## src/rtl/alpha_blend_pipe_if.sv

```systemverilog
// Pixel stream bundle for alpha_blend_pipe: input pixel pair with alpha/mode
// on a valid/ready handshake, and the blended result on a second handshake.
interface alpha_blend_pipe_if #(
    parameter int CH_W    = 8,
    parameter int NUM_CH  = 3,
    parameter int ALPHA_W = 8
) ();
    logic                     in_valid;
    logic                     in_ready;
    logic [NUM_CH*CH_W-1:0]   fg_px;
    logic [NUM_CH*CH_W-1:0]   bg_px;
    logic [ALPHA_W-1:0]       alpha;
    logic [1:0]               mode;
    logic                     in_last;
    logic                     out_valid;
    logic                     out_ready;
    logic [NUM_CH*CH_W-1:0]   out_px;
    logic                     out_last;

    modport master (
        output in_valid, fg_px, bg_px, alpha, mode, in_last, out_ready,
        input  in_ready, out_valid, out_px, out_last
    );

    modport slave (
        input  in_valid, fg_px, bg_px, alpha, mode, in_last, out_ready,
        output in_ready, out_valid, out_px, out_last
    );
endinterface

```

## src/rtl/alpha_blend_pipe.sv

```systemverilog
// Three-stage alpha blender, one pixel per clock; all stages share a single
// enable so a downstream stall freezes the whole pipe without losing pixels.
module alpha_blend_pipe #(
    parameter int CH_W      = 8,
    parameter int NUM_CH    = 3,
    parameter int ALPHA_W   = 8,
    parameter int ALPHA_MAX = 255
) (
    input  logic              clk,
    input  logic              n_rst,
    alpha_blend_pipe_if.slave bus,
    output logic              done,
    output logic              busy
);
    localparam int PX_W   = NUM_CH * CH_W;
    localparam int PROD_W = CH_W + ALPHA_W;
    localparam int SUM_W  = PROD_W + 1;
    localparam logic [ALPHA_W-1:0] A_MAX   = ALPHA_W'(ALPHA_MAX);
    localparam logic [SUM_W-1:0]   HALF    = SUM_W'(ALPHA_MAX / 2);
    localparam logic [SUM_W-1:0]   DIVISOR = SUM_W'(ALPHA_MAX);
    localparam logic [SUM_W-1:0]   CH_SAT  = SUM_W'((1 << CH_W) - 1);

    typedef enum logic [1:0] {
        MODE_BLEND = 2'd0,
        MODE_FG    = 2'd1,
        MODE_BG    = 2'd2,
        MODE_ADD   = 2'd3
    } mode_e;

    logic                 en;
    logic [ALPHA_W-1:0]   a_clamp;

    logic                 s1_v, s1_last;
    mode_e                s1_mode;
    logic [PX_W-1:0]      s1_fg, s1_bg;
    logic [ALPHA_W-1:0]   s1_a, s1_ia;

    logic                 s2_v, s2_last;
    mode_e                s2_mode;
    logic [PX_W-1:0]      s2_fg, s2_bg;
    logic [NUM_CH*PROD_W-1:0] s2_fga, s2_bgia;

    logic [PX_W-1:0]      next_px;

    assign en           = !bus.out_valid || bus.out_ready;
    assign bus.in_ready = en;
    assign a_clamp      = (bus.alpha > A_MAX) ? A_MAX : bus.alpha;
    assign busy         = s1_v | s2_v | bus.out_valid;

    // NOTE: sequential state uses non-blocking assignments so every stage samples pre-edge values.
    always_ff @(posedge clk or negedge n_rst) begin
        if (!n_rst) begin
            s1_v          <= 1'b0;
            s1_last       <= 1'b0;
            s1_mode       <= MODE_BLEND;
            s2_v          <= 1'b0;
            s2_last       <= 1'b0;
            s2_mode       <= MODE_BLEND;
            bus.out_valid <= 1'b0;
            bus.out_last  <= 1'b0;
            bus.out_px    <= '0;
            done          <= 1'b0;
        end else begin
            done <= bus.out_valid && bus.out_ready && bus.out_last;
            if (en) begin
                s1_v          <= bus.in_valid;
                s1_last       <= bus.in_valid && bus.in_last;
                s1_mode       <= mode_e'(bus.mode);
                s2_v          <= s1_v;
                s2_last       <= s1_last;
                s2_mode       <= s1_mode;
                bus.out_valid <= s2_v;
                bus.out_last  <= s2_last;
                // Hold the last real result rather than loading bubble garbage.
                if (s2_v) bus.out_px <= next_px;
            end
        end
    end

    // NOTE: datapath registers carry no reset; the valid bits alone decide whether their contents matter.
    always_ff @(posedge clk) begin
        if (en) begin
            s1_fg <= bus.fg_px;
            s1_bg <= bus.bg_px;
            s1_a  <= a_clamp;
            s1_ia <= A_MAX - a_clamp;
            s2_fg <= s1_fg;
            s2_bg <= s1_bg;
            for (int i = 0; i < NUM_CH; i++) begin
                s2_fga[i*PROD_W +: PROD_W]  <= PROD_W'(s1_fg[i*CH_W +: CH_W]) * PROD_W'(s1_a);
                s2_bgia[i*PROD_W +: PROD_W] <= PROD_W'(s1_bg[i*CH_W +: CH_W]) * PROD_W'(s1_ia);
            end
        end
    end

    for (genvar i = 0; i < NUM_CH; i++) begin : g_ch
        logic [CH_W-1:0]  fg_ch, bg_ch, blend_ch, res_ch;
        logic [SUM_W-1:0] fga, bgia, add_sum;

        assign fg_ch    = s2_fg[i*CH_W +: CH_W];
        assign bg_ch    = s2_bg[i*CH_W +: CH_W];
        assign fga      = SUM_W'(s2_fga[i*PROD_W +: PROD_W]);
        assign bgia     = SUM_W'(s2_bgia[i*PROD_W +: PROD_W]);
        // The weighted sum never exceeds ALPHA_MAX*(2^CH_W-1), so the quotient fits CH_W bits.
        assign blend_ch = CH_W'((fga + bgia + HALF) / DIVISOR);
        assign add_sum  = (fga + HALF) / DIVISOR + SUM_W'(bg_ch);

        // NOTE: a default assignment ahead of the case keeps this block free of inferred latches.
        always_comb begin
            res_ch = blend_ch;
            case (s2_mode)
                MODE_FG:  res_ch = fg_ch;
                MODE_BG:  res_ch = bg_ch;
                MODE_ADD: res_ch = (add_sum > CH_SAT) ? CH_SAT[CH_W-1:0] : add_sum[CH_W-1:0];
                default:  res_ch = blend_ch;
            endcase
        end

        assign next_px[i*CH_W +: CH_W] = res_ch;
    end
endmodule

```

## src/flat_wrapper.sv

```systemverilog
// flat-port wrapper written by rule: the top's interface ports become plain ports
module alpha_blend_pipe_flat 
#(
    parameter int CH_W      = 8,
    parameter int NUM_CH    = 3,
    parameter int ALPHA_W   = 8,
    parameter int ALPHA_MAX = 255
)
  (clk, n_rst, done, busy, bus_in_valid, bus_fg_px, bus_bg_px, bus_alpha, bus_mode, bus_in_last, bus_out_ready, bus_in_ready, bus_out_valid, bus_out_px, bus_out_last);
  alpha_blend_pipe_if #(.CH_W(CH_W), .NUM_CH(NUM_CH), .ALPHA_W(ALPHA_W)) bus_i ();
  input  logic clk;
  input  logic n_rst;
  output logic done;
  output logic busy;
  input wire logic [$bits(bus_i.in_valid)-1:0] bus_in_valid;
  input wire logic [$bits(bus_i.fg_px)-1:0] bus_fg_px;
  input wire logic [$bits(bus_i.bg_px)-1:0] bus_bg_px;
  input wire logic [$bits(bus_i.alpha)-1:0] bus_alpha;
  input wire logic [$bits(bus_i.mode)-1:0] bus_mode;
  input wire logic [$bits(bus_i.in_last)-1:0] bus_in_last;
  input wire logic [$bits(bus_i.out_ready)-1:0] bus_out_ready;
  output wire logic [$bits(bus_i.in_ready)-1:0] bus_in_ready;
  output wire logic [$bits(bus_i.out_valid)-1:0] bus_out_valid;
  output wire logic [$bits(bus_i.out_px)-1:0] bus_out_px;
  output wire logic [$bits(bus_i.out_last)-1:0] bus_out_last;
  assign bus_i.in_valid = bus_in_valid;
  assign bus_i.fg_px = bus_fg_px;
  assign bus_i.bg_px = bus_bg_px;
  assign bus_i.alpha = bus_alpha;
  assign bus_i.mode = bus_mode;
  assign bus_i.in_last = bus_in_last;
  assign bus_i.out_ready = bus_out_ready;
  assign bus_in_ready = bus_i.in_ready;
  assign bus_out_valid = bus_i.out_valid;
  assign bus_out_px = bus_i.out_px;
  assign bus_out_last = bus_i.out_last;
  alpha_blend_pipe #(.CH_W(CH_W), .NUM_CH(NUM_CH), .ALPHA_W(ALPHA_W), .ALPHA_MAX(ALPHA_MAX)) u_core (.clk(clk), .n_rst(n_rst), .bus(bus_i), .done(done), .busy(busy));
endmodule
```

## config.mk

```make
export PLATFORM = sky130hd
export DESIGN_NAME = alpha_blend_pipe_flat
export DESIGN_NICKNAME = d
export VERILOG_FILES = /design/src/rtl/alpha_blend_pipe_if.sv /design/src/rtl/alpha_blend_pipe.sv /design/src/flat_wrapper.sv
export SDC_FILE = /design/constraint.sdc
export NUM_CORES = 2
export LEC_CHECK = 0
export ABC_AREA = 1
export CAP_MARGIN = 40
export CORE_ASPECT_RATIO = 0.5
export CORE_MARGIN = 3
export CORE_UTILIZATION = 35
export DETAILED_ROUTE_END_ITERATION = 8
export GPL_TIMING_DRIVEN = 0
export PLACE_DENSITY = 0.58
export SETUP_SLACK_MARGIN = 0.2
export SKIP_LAST_GASP = 1
export SLEW_MARGIN = 20
export SYNTH_ARGS = -nofsm -noshare
export SYNTH_HDL_FRONTEND = slang
export SYNTH_SLANG_ARGS = --single-unit
export TNS_END_PERCENT = 10
```

## constraint.sdc

```tcl
create_clock -name clk -period 15.45 [get_ports clk]
set_clock_uncertainty 0.1 [all_clocks]
set_input_delay 2.3175 -clock clk [delete_from_list [all_inputs] [get_ports clk]]
set_output_delay 2.3175 -clock clk [all_outputs]
set_load 0.01 [all_outputs]
```

==> summary.md <==
| Metric | Value |
|---|---|
| Highest clock rate | ~98 MHz |
| Ys async rst share | 0.1440 |
| HP Class | reg2reg |
| Vias/cell | 4.758 |
| Gr usage total | 0.1808 |
| Synth Area in XOR/XNOR | 0.04268 |
| Post-synthesis register bit count | between 200 and 250 |
| # rows | 83 |
| Post-CTS setup buffers | 0 |
| Clk root buf | clkbuf_16 |
| Sinks on Clock Net | roughly 240 |
| Slowest cell on the critical path | edfxtp_1 |
| Sequential cell area fraction in the yosys report | 0.1934 |
| First-pass GRT wire length | approximately 160000 um |
| Setup CP Type | reg2reg |
| Initial antenna violation count | 2 |
| Die area | 109400 sq um |
| FF-to-FF Start | u_core.s2_fga[17] |
| YS warnings | 0 |
| Hold Fails Final Rpt | 0 |
| Cell area after synthesis | between 30000 and 40000 sq um |
| Post-synthesis cell type count | between 60 and 70 |
| DR vias | ~33000 |
| Critical R2R Capture | u_core.bus.out_px[14] |
| Remaining DRCs | 0 |
| Mapped Nets | slightly below 6000 |
| Width of the die | about 460 um |
| TritonRoute pass-1 iters | 6 |
| Synth Instances | 5283 |
| Routed WL | between 90000 and 100000 um |
| Synth Area in Simple Gates | 0.3222 |
| Main combinational cell family by area after synthesis | simple AND/OR/NAND/NOR gates |
| Utilization after layout | 0.3930 |
| Crit. End Element | flip-flop |
| Initial DRC Count | 1832 |
| Mux cell area share after synthesis | 0 |
| Area delta synth->final | 10.40% |
| Worst-case reg-to-reg path depth | 72 |
| Clk buf depth | 3 |
| Post-synth EDFFs | about 210 |
| CP top delay family | simple AND/OR/NAND/NOR gates |
| Core ar. | between 100000 and 150000 sq um |
| Num CTS Buffers | 30 |
| Hold_sp | u_core.s1_fg[0] |
| Largest net degree at the start of global routing | 56 |
| Die Height | between 200 and 250 um |
| Pins Over Slew Limit | 0 |
| Ports | just over 90 |
| CP Depth | 72 |
| Required time of the worst setup path | approximately 16 ns |
| Grt total ovfl | 0 |
| Worst Path Buf+Inv | 9 |
| Share of layout cells above drive strength 1 | 0.08748 |
| Initial core utilization | 0.3560 |
| Outcome | finished, final reports clean |
| Clock latency on the worst-skew pair | 0.61 ns |
| CP startpoint kind | flip-flop |
| Tightest Pin Transition | 0.9378 ns |
| Worst path most repeated cell | nand2_1 |
| Syn avg cell area | between 6 and 7 sq um |
| Top FF cell, synth | edfxtp_1 |
| Crit path largest cell delay | between 0.4 and 0.5 ns |
| Beginning of the critical path | u_core.s2_fga[17] |
| Max Fanout on Critical Path | 10 |
| Slew Limit Headroom | 0.3748 |
| Crit path DAT | approximately 11 ns |
| RSZ-0062 raised after global routing | no |
| Post-Synth Adder-Cell Area | 0.2379 |
| Final Critical Period | 10.18 ns |
| Fin nets | 6047 |
| CP endpoint | u_core.bus.out_px[14] |
| Fin crit share | 0.6592 |
| Hold_buf cts | 0 |
| Worst-path clk slew | 0.06 ns |
| Antenna Violating Nets Remaining | 0 |
| Avg WL per Cell | roughly 15 um |
| Vias in the first global route | ~31000 |
| Max Cap Viol | 0 |
| Reg2Reg Setup Slack | between 5 and 6 ns |
| H-tree levels | 1 |
| CTS tree | built |
| I/O Buffers | 91 |
| Compound-Gate Fraction of Synth Area | 0.07343 |
| Final setup fails | 0 |
| CTS resizes | 0 |
| Final RePlAce weighted congestion | 0.9102 |
| HPWL Detailed | roughly 85000 um |
## worst reg2reg max path: cells and delay by family (launching register included)
family                   cells  cell delay, ns
AO/OA/AOI/OAI               12            2.69
XOR/XNOR                     1            0.18
adder cells (fa/ha/maj)      4            1.04
buffers and inverters        9            0.66
flip-flops                   1            0.45
AND/OR/NAND/NOR             46            4.87
## cells in the final DEF, fill, tap and decap left out, types with 9 or more instances in the layout
cell / Yosys / routed
inv_1: 1105 / 1105
clkbuf_16: 0 / 30
a21o_1: 11 / 11
clkinv_1: 2 / 9
clkbuf_1: 71 / 73
edfxtp_1: 208 / 208
and2_1: 10 / 10
o21bai_1: 28 / 28
a31oi_1: 10 / 10
inv_2: 56 / 56
clkbuf_2: 20 / 20
nand3b_1: 23 / 23
nand2_2: 104 / 104
a21oi_1: 150 / 150
nor2_2: 56 / 57
nand2_4: 43 / 43
nor3_1: 35 / 35
a221oi_1: 9 / 9
fa_1: 222 / 222
nand3_2: 61 / 61
dfrtp_1: 35 / 35
clkdlybuf4s50_1: 0 / 90
nand2_1: 1475 / 1475
xor2_1: 127 / 127
o21ai_1: 59 / 59
nand3_1: 338 / 338
xnor2_1: 40 / 40
nand4_1: 59 / 59
nor2_1: 306 / 305
o21ai_0: 156 / 156
a221o_1: 9 / 9
ha_1: 345 / 345
nor2_4: 21 / 21
## synth_stat cells (56+ instances only)
cell	number	area, sq um
nand2_1	1475	5537
fa_1	222	4444
clkbuf_1	71	266.5
nor2_2	56	350.3
nand3_2	61	610.6
ha_1	345	4317
nor2_1	306	1149
nand2_2	104	650.6
xor2_1	127	1112
inv_1	1105	4148
a21oi_1	150	750.7
nand3_1	338	1692
edfxtp_1	208	6246
inv_2	56	210.2
nand4_1	59	369.1
o21ai_1	59	295.3
o21ai_0	156	780.8
## state kept, by name, summed over array words and instances (netlist names), 24 cells and up
signal	flops
u_core.s1_bg	24
u_core.s1_fg	24
u_core.bus.out_px	24
u_core.s2_bgia	48
u_core.s2_fg	24
u_core.s2_bg	24
u_core.s2_fga	48
## cells by family after synthesis
logic type	count (synthesis)
DFF	243
xor gates and xnor gates	173
AOI/OAI and AO/OA	474
buffers and inverters	1261
and+or+nand+nor	2565
adders and majority gates	567
## final cells by class
class / instances / area [sq um]
tap: 1402 / 1754
clock inverter: 23 / 225.2
sequential: 243 / 7122
fill: 10813 / 62780
timing repair buffer: 102 / 1081
buffer: 96 / 426.7
multi-input combinational: 3779 / 24900
inverter: 1165 / 4378
clock buffer: 33 / 762.0
antenna: 1 / 2.502
## through the flow
stage	hold WS [ns]	setup TNS, ns	setup WS, ns	instance area [sq um]	std cells
floorplan	0.3244	0	4.652	36820	5283
global placement	0.3338	-0.5600	-0.5600	39490	6776
detailed placement	0.3318	0	5.384	39660	6786
CTS	0.3456	0	5.342	40640	6842
global route	0.3532	0	4.013	40650	6843
finish	0.3489	0	5.265	40650	6844
## how the worst min path moves through the flow
stage,end,slack (ns),cells after the start
after floorplan,u_core.s2_bg[0],0.32,0
after global placement,u_core.s2_fg[0],0.33,0
after detailed placement,u_core.s2_fg[0],0.33,0
after CTS,u_core.s2_fg[0],0.35,0
after global routing,u_core.s2_fg[0],0.35,0
final,u_core.s2_fg[0],0.35,0
## per-layer routing
metal / share of wire / up-vias / GRT usage / wire (um)
met5: 0 / - / 0 / 0
met4: 0.037 / 0 / 0.05783 / 3649
met3: 0.038 / 124 / 0.009857 / 3808
met2: 0.46 / 571 / 0.3040 / 45710
met1: 0.47 / 15167 / 0.2492 / 46770
li1: - / 16705 / - / -
Power is left out: the tool's default activity adds up to more than one toggle a clock period on the data nets, which glitch-free logic cannot reach.
